$ cat src/rtl/axi_pkg.sv
// Shared AXI definitions: RRESP encodings and the packed R-beat width helper.
// Latency: none (declarations only).
// Backpressure: not applicable.
package axi_pkg;

    localparam logic [1:0] RESP_OKAY   = 2'b00;
    localparam logic [1:0] RESP_EXOKAY = 2'b01;
    localparam logic [1:0] RESP_SLVERR = 2'b10;
    localparam logic [1:0] RESP_DECERR = 2'b11;

    // Width of one packed R beat {id, user, resp, last, data}.
    function automatic int r_beat_width(input int id_w, input int data_w, input int user_w);
        return id_w + user_w + 2 + 1 + data_w;
    endfunction

endpackage

$ cat src/rtl/axi_buf_fifo_core.sv
// Generic WIDTH x DEPTH circular FIFO with push/pop, full/empty flags and occupancy count.
// Latency: a pushed word is visible on rd_data the cycle after the push.
// Backpressure: push is ignored when full and pop is ignored when empty; callers gate on the flags.
module axi_buf_fifo_core #(
    parameter int WIDTH = 8,
    parameter int DEPTH = 4
) (
    input  logic                     clk_i,
    input  logic                     rst_ni,
    input  logic                     push,
    input  logic [WIDTH-1:0]         wr_data,
    input  logic                     pop,
    output logic [WIDTH-1:0]         rd_data,
    output logic                     full,
    output logic                     empty,
    output logic [$clog2(DEPTH):0]   count
);

    localparam int AW = $clog2(DEPTH);

    logic [WIDTH-1:0] mem [DEPTH];
    logic [AW-1:0]    wr_ptr;
    logic [AW-1:0]    rd_ptr;
    logic             push_ok;
    logic             pop_ok;

    assign full    = (count == (AW+1)'(DEPTH));
    assign empty   = (count == '0);
    assign push_ok = push & ~full;
    assign pop_ok  = pop & ~empty;
    assign rd_data = mem[rd_ptr];

    // Storage array is deliberately left out of reset; only the pointers define validity.
    always_ff @(posedge clk_i) begin
        if (push_ok) begin
            mem[wr_ptr] <= wr_data;
        end
    end

    // Pointers wrap naturally at the power-of-two depth; count tracks net push/pop.
    always_ff @(posedge clk_i or negedge rst_ni) begin
        if (!rst_ni) begin
            wr_ptr <= '0;
            rd_ptr <= '0;
            count  <= '0;
        end else begin
            if (push_ok) wr_ptr <= wr_ptr + AW'(1);
            if (pop_ok)  rd_ptr <= rd_ptr + AW'(1);
            case ({push_ok, pop_ok})
                2'b10:   count <= count + (AW+1)'(1);
                2'b01:   count <= count - (AW+1)'(1);
                default: count <= count;
            endcase
        end
    end

endmodule

$ cat src/rtl/axi_r_chan_fifo.sv
// AXI4 R-channel buffer: BUFF_DEPTH-entry FIFO with optional fall-through, occupancy, burst count and sticky error.
// Latency: 1 cycle slave accept to master valid (registered), 0 cycles when FALL_THROUGH=1 and empty.
// Backpressure: slave_ready_o drops only when full; it is never a combinational function of master_ready_i.
module axi_r_chan_fifo
    import axi_pkg::*;
#(
    parameter int ID_WIDTH     = 16,
    parameter int DATA_WIDTH   = 32,
    parameter int USER_WIDTH   = 10,
    parameter int BUFF_DEPTH   = 4,
    parameter int FALL_THROUGH = 0
) (
    input  logic                          clk_i,
    input  logic                          rst_ni,
    input  logic                          test_en_i,
    input  logic                          slave_valid_i,
    input  logic [DATA_WIDTH-1:0]         slave_data_i,
    input  logic [1:0]                    slave_resp_i,
    input  logic [USER_WIDTH-1:0]         slave_user_i,
    input  logic [ID_WIDTH-1:0]           slave_id_i,
    input  logic                          slave_last_i,
    output logic                          slave_ready_o,
    output logic                          master_valid_o,
    output logic [DATA_WIDTH-1:0]         master_data_o,
    output logic [1:0]                    master_resp_o,
    output logic [USER_WIDTH-1:0]         master_user_o,
    output logic [ID_WIDTH-1:0]           master_id_o,
    output logic                          master_last_o,
    input  logic                          master_ready_i,
    output logic [$clog2(BUFF_DEPTH):0]   usage_o,
    output logic [$clog2(BUFF_DEPTH):0]   bursts_o,
    output logic                          err_o
);

    localparam int  BEAT_W = r_beat_width(ID_WIDTH, DATA_WIDTH, USER_WIDTH);
    localparam int  CW     = $clog2(BUFF_DEPTH) + 1;
    localparam bit  FT     = (FALL_THROUGH != 0);

    logic              rdy_en;
    logic              fifo_full;
    logic              fifo_empty;
    logic [CW-1:0]     fifo_count;
    logic [BEAT_W-1:0] in_beat;
    logic [BEAT_W-1:0] out_beat;
    logic              push_acc;
    logic              bypass_vld;
    logic              bypass;
    logic              pop;
    logic              fifo_push;
    logic              fifo_pop;

    logic [ID_WIDTH-1:0]   st_id;
    logic [USER_WIDTH-1:0] st_user;
    logic [1:0]            st_resp;
    logic                  st_last;
    logic [DATA_WIDTH-1:0] st_data;

    // Test mode is reserved and has no functional effect.
    logic unused_test_en;
    assign unused_test_en = test_en_i;

    assign in_beat = {slave_id_i, slave_user_i, slave_resp_i, slave_last_i, slave_data_i};
    assign {st_id, st_user, st_resp, st_last, st_data} = out_beat;

    assign slave_ready_o = rdy_en & ~fifo_full;
    assign push_acc      = slave_valid_i & slave_ready_o;

    // An empty fall-through buffer presents the incoming beat directly.
    assign bypass_vld = FT & fifo_empty & push_acc;
    assign bypass     = bypass_vld & master_ready_i;

    assign master_valid_o = ~fifo_empty | bypass_vld;
    assign master_data_o  = bypass_vld ? slave_data_i : st_data;
    assign master_resp_o  = bypass_vld ? slave_resp_i : st_resp;
    assign master_user_o  = bypass_vld ? slave_user_i : st_user;
    assign master_id_o    = bypass_vld ? slave_id_i   : st_id;
    assign master_last_o  = bypass_vld ? slave_last_i : st_last;

    assign pop       = master_valid_o & master_ready_i;
    assign fifo_push = push_acc & ~bypass;
    assign fifo_pop  = pop & ~fifo_empty;
    assign usage_o   = fifo_count;

    axi_buf_fifo_core #(
        .WIDTH (BEAT_W),
        .DEPTH (BUFF_DEPTH)
    ) u_fifo (
        .clk_i   (clk_i),
        .rst_ni  (rst_ni),
        .push    (fifo_push),
        .wr_data (in_beat),
        .pop     (fifo_pop),
        .rd_data (out_beat),
        .full    (fifo_full),
        .empty   (fifo_empty),
        .count   (fifo_count)
    );

    // Hold off the slave for one edge after reset release so ready never rises with reset.
    always_ff @(posedge clk_i or negedge rst_ni) begin
        if (!rst_ni) rdy_en <= 1'b0;
        else         rdy_en <= 1'b1;
    end

    // Count complete bursts held in storage; bypassed beats never enter it.
    always_ff @(posedge clk_i or negedge rst_ni) begin
        if (!rst_ni) begin
            bursts_o <= '0;
        end else begin
            case ({fifo_push & slave_last_i, fifo_pop & st_last})
                2'b10:   bursts_o <= bursts_o + CW'(1);
                2'b01:   bursts_o <= bursts_o - CW'(1);
                default: bursts_o <= bursts_o;
            endcase
        end
    end

    // Sticky error on any accepted SLVERR/DECERR beat, stored or bypassed.
    always_ff @(posedge clk_i or negedge rst_ni) begin
        if (!rst_ni)                         err_o <= 1'b0;
        else if (push_acc && slave_resp_i[1]) err_o <= 1'b1;
    end

endmodule

$ cat config.mk
export PLATFORM = sky130hd
export DESIGN_NAME = axi_r_chan_fifo
export DESIGN_NICKNAME = d
export VERILOG_FILES = /design/src/rtl/axi_pkg.sv /design/src/rtl/axi_buf_fifo_core.sv /design/src/rtl/axi_r_chan_fifo.sv
export SDC_FILE = /design/constraint.sdc
export NUM_CORES = 1
export LEC_CHECK = 0
export ABC_AREA = 0
export CORE_UTILIZATION = 45
export DETAILED_ROUTE_END_ITERATION = 6
export PLACE_DENSITY_LB_ADDON = 0.08
export SETUP_SLACK_MARGIN = 0.05
export SYNTH_ARGS = -nofsm -noshare
export SYNTH_HDL_FRONTEND = slang
export SYNTH_SLANG_ARGS = --single-unit
$ cat constraint.sdc
create_clock -name clk_i -period 6.3 [get_ports clk_i]
set_input_delay 1.26 -clock clk_i [delete_from_list [all_inputs] [get_ports clk_i]]
set_output_delay 1.26 -clock clk_i [all_outputs]
set_load 0.005 [all_outputs]
# After elaboration in Yosys (flattened, before gate mapping)
# Memories as Yosys holds them, arrays and structs flattened.
# Index checks and enable logic that the tools add are counted.
# Widths: inputs -> output; s select.
[word_totals] reg_bits=12 ram_bits=244 in_bits=66 output_inout_bits=70 elab_cells=36 mem_count=1
[memory_table] memory="u_fifo.mem" depth=4 word_bits=61 rd=1 rd_ports_with_merged_regs=0 wr=1 line="axi_buf_fifo_core.sv:21" rtl="logic [WIDTH-1:0] mem [DEPTH];"
[classes] add_sub_neg=6 eq_ne=5 mux=4 bitwise_logic=10 reduce_logical=4
[ops] cell="$pmux 3 s2" count=2
[ops] cell="$and 1x1->1" count=8
[ops] cell="$add 3x1->3 const B" count=2
[ops] cell="$sub 3x1->3 const B" count=2
[ops] cell="$add 2x1->2 const B" count=2
[ops] cell="$eq 2x1->1 const B" count=2
[ops] cell="$eq 2x2->1 const B" count=2
[ops] cell="$reduce_bool 2->1" count=2
[ops] cell="$eq 3x3->1 const B" count=1
[ops] cell="$logic_not 3->1" count=1
[ops] cell="$mux 1" count=2
[ops] cell="$not 1->1" count=2
[ops] cell="$logic_and 1x1->1" count=1

# Depth between registers and ports, before layout
# Gate-level depths: netlist of the first run.
[depth] word_depth=7 mapped_depth=9 depth_no_buf=9

# By module
# A second synthesis of the first run with hierarchy kept.
[unflattened] cells_unflattened=376 hier_area_um2=9552.9
[modules_own_cells] module="axi_buf_fifo_core" n_inst=1 cells_each=356 area_each_um2=9300.2 seq_area_each_um2=7502.2
[modules_own_cells] module="axi_r_chan_fifo" n_inst=1 cells_each=20 area_each_um2=252.7 seq_area_each_um2=125.1

# Least setup slack after synthesis of the first run
# Ideal clock, no wire load.
[synth_timing] kind="input to register" start="input slave_valid_i" end="memory u_fifo.mem[0][0] (netlist name), enable pin" arrival_time_ps=3059 path_slack_ps=2816 stages=3 cell_sequence="nand2_1 -> a21oi_2 -> and2_1"
[synth_between] elab_chain_len=4
[synth_rtl] element="from (decl)" line="axi_r_chan_fifo.sv:16" rtl="input logic slave_valid_i,"
[synth_rtl] element="$and 1x1->1" line="axi_r_chan_fifo.sv:66" rtl="assign push_acc = slave_valid_i & slave_ready_o;"
[synth_rtl] element="$and 1x1->1" line="axi_buf_fifo_core.sv:29" rtl="assign push_ok = push & ~full;"
[synth_rtl] element="$mux 1" line="axi_buf_fifo_core.sv:35" rtl="if (push_ok) begin"
[synth_rtl] element="$mux 1 (not written as such)" line="axi_buf_fifo_core.sv:36" rtl="mem[wr_ptr] <= wr_data;"
[synth_rtl] element="to (decl)" line="axi_buf_fifo_core.sv:21"
# No other way between the ends.

# Worst setup path after layout of the first run
[layout_timing] start="register u_fifo.rd_ptr[0]" end="output master_id_o[6]"
[layout_between] elab_chain_len=1
[layout_rtl] element="from (decl)" line="axi_buf_fifo_core.sv:23" rtl="logic [AW-1:0] rd_ptr;"
[layout_rtl] element="from (signal assigned)" line="axi_buf_fifo_core.sv:48" rtl="if (pop_ok) rd_ptr <= rd_ptr + AW'(1);"
[layout_rtl] element="$mem_v2 4x61"
[layout_rtl] element="to (decl)" line="axi_r_chan_fifo.sv:27" rtl="output logic [ID_WIDTH-1:0] master_id_o,"
# No other way between the ends.

==> key figures, run 1 <==
Outcome
  – Outcome: complete, no violations

Timing
  – Skew final: 0.00869 ns
  – Setup violators final: 0
  – Tmin final: 4.39 ns
  – Rel. slew slack: 0.329
  – Setup TNS: 0 ns
  – RSZ-0062 raised after global routing: no
  – Period utilization: 0.696
  – Final hold violations: 0
  – Top achievable clock speed: 228 MHz
  – Slew @ Worst Pin: 1.01 ns
  – Fin. max-slew vios: 0
  – Final Hold Slack: 0.458 ns

Detailed routing
  – Iter 0 DRT Violations: 244
  – WL final: 16,300 um
  – First-pass detailed-route iteration total: 4
  – Vias after detailed routing: 4,191
  – Post-route ant nets: 0
  – Routed wire length per instance: 20.1 um
  – DR DRC count: 0
  – Vias per cell: 5.17

Global routing
  – Global route overflow: 0
  – First-pass GRT wire length: 25,700 um
  – Largest net degree at the start of global routing: 63
  – Initial antenna violation count: 0
  – Gr usage total: 0.158
  – Number of global-route vias before repair: 4,666

Flow run
  – Max Cap Viol: 0

Logic synthesis
  – Synthesized area: 0.00946 mm^2
  – Mapped Cells: 374
  – FF+latch count, synth: 256
  – Cell variety after synth: 22
  – Syn Area/Cell: 25.3 um^2
  – Register area share after synthesis: 0.806
  – Yosys warnings: 0
  – Syn_nets: 448

CTS
  – H-tree depth: 1
  – TritonCTS buffer count: 26
  – Clock-pin slew on the worst setup and hold paths: 0.06 ns
  – CTS tree: built
  – Skew-Pair Late Insertion Delay: 0.52 ns
  – # Post-CTS Setup Buffers: 0
  – Clock Tree Buf Depth: 3
  – Post-cts resize count: 0
  – Root Buffer: clkbuf_16
  – CTS sink count: 256
  – Hold buffer count at CTS: 0

Critical path
  – WS Path Type: reg -> out
  – CP Launch Type: flip-flop
  – Crit path required time: 5.04 ns
  – Largest stage delay, worst path: 1.09 ns
  – CP delay by family, top: flip-flops
  – Critical path buffers and inverters: 2
  – Slowest-stage cell, CP: dfrtp_4
  – Reg2Reg Depth: 7
  – Worst reg2reg setup slack: 3.21 ns
  – R2r startpoint: u_fifo.rd_ptr[0]$_DFFE_PN0P_
  – WP depth: 3
  – Critical Path AT: 3.13 ns
  – Critical path fanouts, max: 48
  – CP Cell Sequence: buf_4, mux4_2, clkdlybuf4s50_1
  – Setup crit end kind: output port
  – Reg-to-Reg End: bursts_o[2]$_DFFE_PN0P_

Die
  – Initial Util: 0.463
  – Vert. Die Dim: 147 um
  – IO Pins: 136
  – Cell row count: 52
  – Die area: 0.0216 mm^2
  – CORE AREA: 0.0204 mm^2
  – DIE WIDTH: 147 um

Min path
  – Hold path start: err_o$_DFFE_PN0P_
  – Min-Delay Path Class: reg -> reg
  – Hold Crit Depth: 1
  – Hold EP: err_o$_DFFE_PN0P_

Placed design
  – GPL Wtd Cong: 0.678
  – DP Wirelength: 8620 um
  – Port Buffers: 134

Layout
  – Commonest non-fill, non-tap cells in the layout: edfxtp_1 (244), clkdlybuf4s50_1 (134), mux4_2 (61), clkbuf_16 (27), dfrtp_1 (10)
  – Final nets: 597
  – Commonest non-fill, non-tap cell in the layout: edfxtp_1
  – P&R area growth vs syn: 24.7%
  – Antenna Cells: 0
  – Share of cells above drive strength 1: 0.189

Power and ir drop
  – Pwr Total: 5020 uW
  – Power per cell area: 426 mW/mm^2
  – Clock power share: 0.270
  – Pleak: 0.00381 uW
  – Internal power: 3760 uW
  – Max IR drop VDD: 296 uV
  – Flop pwr share: 0.465
  – Switching share of power: 0.252
  – Combinational Power Share: 0.265
  – Psw: 1260 uW
==> layout make-up <==
| class | count | area (um^2) |
|---|---|---|
| Fill cell | 1526 | 8630 |
| Sequential cell | 256 | 7630 |
| Multi-Input combinational cell | 98 | 1710 |
| Timing Repair Buffer | 135 | 1350 |
| Clock buffer | 35 | 706 |
| Tap cell | 270 | 338 |
| Clock inverter | 10 | 42.5 |
| Inverter | 6 | 22.5 |
==> sequential cells by signal, summed over array words and instances (netlist names) <==
name           count
u_fifo.rd_ptr      2
bursts_o           3
u_fifo.wr_ptr      2
u_fifo.mem       244
u_fifo.count       3
rdy_en             1
err_o              1
==> how the worst max path moves through the flow <==
stage	to	start	slack, ns
after floorplan	u_fifo.mem[0][0]$_DFFE_PP_	slave_valid_i	2.82
after CTS	master_id_o[6]	u_fifo.rd_ptr[0]$_DFFE_PN0P_	1.75
after detailed placement	master_data_o[3]	u_fifo.rd_ptr[0]$_DFFE_PN0P_	2.32
after global placement	master_id_o[6]	u_fifo.rd_ptr[0]$_DFFE_PN0P_	2.32
after global routing	master_id_o[6]	u_fifo.rd_ptr[0]$_DFFE_PN0P_	1.65
final	master_id_o[6]	u_fifo.rd_ptr[0]$_DFFE_PN0P_	1.91
==> metrics by stage <==
step | setup slack [ns] | util | instances | instance area [um^2]
global placement | 2.32 | 0.541 | 765 | 11100
finish | 1.91 | 0.578 | 810 | 11800
CTS | 1.75 | 0.578 | 810 | 11800
detailed placement | 2.32 | 0.541 | 765 | 11100
global route | 1.65 | 0.578 | 810 | 11800
floorplan | 2.82 | - | 374 | 9460
==> cells by family after synthesis <==
kind of cell	Yosys count	share of synthesized area
AOI/OAI and AO/OA	4	0.00344
xor gates and xnor gates	9	0.00833
adders and majority gates	8	0.0122
buffers and inverters	20	0.0143
DFF	256	0.806
muxes	64	0.149
other	1	0.000396
and+or+nand+nor	12	0.00635
==> power by group through the flow <==
stage	combinational (uW)	clock [uW]	sequential [uW]
final	1330	1360	2330
after global placement	1350	0	2380
after global routing	1430	1460	2380
after floorplan	842	0	2180
after detailed placement	1350	0	2390
after CTS	1360	1390	2350
==> synth_stat cells (all sizes together) <==
cell type / n / share of area
mux2i: 1 / 0.0011
nor2: 3 / 0.0012
xor2: 4 / 0.0037
inv: 6 / 0.0024
edfxtp: 244 / 0.77
a21boi: 1 / 0.00079
ha: 6 / 0.0079
xnor2: 5 / 0.0046
a21oi: 1 / 0.00093
o31a: 1 / 0.00093
mux4: 61 / 0.15
and2: 5 / 0.0033
fa: 2 / 0.0042
or3: 1 / 0.00066
nand2: 3 / 0.0012
dfrtp: 12 / 0.032
clkbuf: 1 / 0.00040
mux2: 2 / 0.0024
buf: 13 / 0.012
a21o: 1 / 0.00079
conb: 1 / 0.00040
==> metal layers <==
| metal | vias to the layer above | track usage | part of all wire |
|---|---|---|---|
| met4 | 0 | 0.0474 | 0.026 |
| met3 | 33 | 0.0370 | 0.051 |
| met2 | 115 | 0.266 | 0.50 |
| li1 | 1873 | - | - |
| met5 | - | 0 | 0 |
| met1 | 2170 | 0.206 | 0.43 |
Power figures use the tool's default switching activity.
==> inputs of run 2 (changes only) <==
==> constraint.sdc (replaced) <==
create_clock -name clk_i -period 4.3 [get_ports clk_i]
set_input_delay 0.86 -clock clk_i [delete_from_list [all_inputs] [get_ports clk_i]]
set_output_delay 0.86 -clock clk_i [all_outputs]
set_load 0.005 [all_outputs]
==> run 2 against run 1 <==
Clock skew is 0.0011 ns lower. First-iteration DRC count is 16% lower. Core utilization is 0.92 points higher. Register-to-register slack worse by 1.7 ns. Die area stayed put. Clock power is 61% higher.
==> key figures, run 2 (synthesized netlist as in run 1, its figures left out) <==
Global routing
  – Gr usage total: 0.161 (+0.00327)
  – Global route overflow: 0 (unchanged)
  – Number of global-route vias before repair: 4,665 (-0.021%)
  – First-pass GRT wire length: 26,400 um (+2.4%)
  – Initial antenna violation count: 0 (unchanged)
  – Largest net degree at the start of global routing: 63 (unchanged)

CTS
  – Clock Tree Buf Depth: 3 (unchanged)
  – Hold buffer count at CTS: 0 (unchanged)
  – CTS tree: built
  – Root Buffer: clkbuf_16
  – Post-cts resize count: 0 (unchanged)
  – # Post-CTS Setup Buffers: 0 (unchanged)
  – CTS sink count: 256 (unchanged)
  – H-tree depth: 1 (unchanged)
  – Clock-pin slew on the worst setup and hold paths: 0.06 ns (about the same)
  – Skew-Pair Late Insertion Delay: 0.51 ns (about the same)
  – TritonCTS buffer count: 27 (+3.8%)

Timing
  – Slew @ Worst Pin: 0.973 ns (-0.0330 ns)
  – Final hold violations: 0 (unchanged)
  – Period utilization: 0.795
  – Top achievable clock speed: 292 MHz
  – RSZ-0062 raised after global routing: no
  – Final Hold Slack: 0.463 ns (+0.00571 ns)
  – Setup violators final: 0 (unchanged)
  – Setup TNS: 0 ns (unchanged)
  – Fin. max-slew vios: 0 (unchanged)
  – Tmin final: 3.42 ns
  – Rel. slew slack: 0.351 (+0.0220)
  – Skew final: 0.00758 ns (-0.00110 ns)

Detailed routing
  – DR DRC count: 0 (unchanged)
  – Routed wire length per instance: 20.3 um (+0.97%)
  – WL final: 16,700 um (+2.1%)
  – Top Layer Used: met4
  – Vias per cell: 5.24 (+1.2%)
  – Wire length on met3: 929 um (+11%)
  – Post-route met1 wirelength: 6900 um (-0.63%)
  – Iter 0 DRT Violations: 205 (-16%)
  – First-pass detailed-route iteration total: 5 (+1)
  – Post-route ant nets: 0 (unchanged)
  – Vias after detailed routing: 4,288 (+2.3%)
  – WL met2: 8450 um (+4.1%)

Die
  – Vert. Die Dim: 147 um (unchanged)
  – IO Pins: 136 (unchanged)
  – Die area: 0.0216 mm^2 (unchanged)
  – Cell row count: 52 (unchanged)
  – DIE WIDTH: 147 um (unchanged)
  – CORE AREA: 0.0204 mm^2 (unchanged)
  – Initial Util: 0.463 (unchanged)

Critical path
  – R2r startpoint: u_fifo.rd_ptr[1]$_DFFE_PN0P_
  – Crit path from: u_fifo.rd_ptr[0]$_DFFE_PN0P_
  – CP Launch Type: flip-flop
  – Crit path required time: 3.44 ns (-1.60 ns)
  – Critical Path AT: 2.56 ns (-0.57 ns)
  – CP Cell Sequence: buf_4, mux4_2, clkdlybuf4s50_1
  – Critical path fanouts, max: 17 (-65%)
  – Worst reg2reg setup slack: 1.47 ns (-1.74 ns)
  – Slowest-stage cell, CP: dfrtp_4
  – Largest stage delay, worst path: 0.58 ns (-0.51 ns)
  – WS Path Type: reg -> out
  – Setup crit end kind: output port

Layout
  – FF+latch area: 0.00763 mm^2 (unchanged)
  – Final nets: 605 (+1.3%)
  – P&R area growth vs syn: 26.7%
  – FILL cells: 1,513 (-0.85%)
  – Antenna Cells: 0 (unchanged)
  – Max FFs per register: 244 (unchanged)
  – Commonest non-fill, non-tap cell in the layout: edfxtp_1
  – Largest regs: u_fifo.mem: 244 flops, bursts_o: 3 flops, u_fifo.count: 3 flops
  – Largest Register: u_fifo.mem
  – Share of cells above drive strength 1: 0.204 (+0.0151)
  – Commonest non-fill, non-tap cells in the layout: edfxtp_1 (244), clkdlybuf4s50_1 (134), mux4_2 (61), clkbuf_16 (27), dfrtp_1 (10)
  – Multi-input logic area: 0.00171 mm^2 (unchanged)
  – Fin util: 0.587 (+0.00925)

Placed design
  – GPL Wtd Cong: 0.679 (+0.19%)
  – Port Buffers: 134 (unchanged)
  – DP Wirelength: 9570 um (+11%)

Min path
  – Min-Delay Path Class: reg -> reg
  – Hold path start: err_o$_DFFE_PN0P_

Power and ir drop
  – Pleak: 0.00390 uW (+2.4%)
  – Max IR drop VDD: 448 uV (+52%)
  – Power per cell area: 635 mW/mm^2 (+49%)

Flow run
  – Max Cap Viol: 0 (unchanged)

Outcome
  – Outcome: complete, no violations
-- run 2: cell count changes in the layout (fill, tap and decap cells not counted), sizes merged --
cell | previous run | this run
bufinv | 0 | 3
clkbuf | 35 | 33
clkinv | 10 | 11
buf | 1 | 8
-- run 2: cell type report --
class / instances / area share
clock buffer: 33 / 0.0582
clock inverter: 14 / 0.0114
inverter: 6 / 0.00188
multi-input combinational: 98 / 0.142
sequential: 256 / 0.637
tap: 270 / 0.0282
timing repair buffer: 142 / 0.121
-- run 2: report_power, final --
group / internal (uW) / switching (uW) / leakage [uW]
registers: 3050 / 259 / 0.00235
logic: 1360 / 752 / 0.00114
clock network: 1320 / 870 / 0.000409
-- run 2: final timing paths --
check                                                    end  depth (start not counted)
worst max register to register       bursts_o[2]$_DFFE_PN0P_                          7
min in group asynchronous            bursts_o[2]$_DFFE_PN0P_                          1
worst min register to register             err_o$_DFFE_PN0P_                          1
worst max-delay path                         master_id_o[15]                          3
max in group asynchronous       u_fifo.rd_ptr[0]$_DFFE_PN0P_                          1
worst min-delay path                       err_o$_DFFE_PN0P_                          1
-- run 2: critical path, delay by kind of cell (launching register included) --
kind                   cells  cell delay, ns
buffers and inverters      2            0.90
DFF                        1            0.58
muxes                      1            0.55
-- run 2: metrics by stage --
stage	cell area, um^2	std cells	power, uW	setup WS [ns]
6_report	12000	819	7610	0.881
5_1_grt	12000	819	7990	0.725
4_1_cts	12000	819	7750	0.774
3_3_place_gp	11200	772	5500	1.22
3_5_place_dp	11200	772	5540	1.18
2_1_floorplan	9460	374	4420	1.22
-- run 2: routing by layer --
| metal | vias up | global-route usage |
|---|---|---|
| met5 | - | 0 |
| met4 | 0 | 0.0490 |
| met3 | 29 | 0.0351 |
| met2 | 121 | 0.273 |
| met1 | 2241 | 0.211 |
| li1 | 1897 | - |
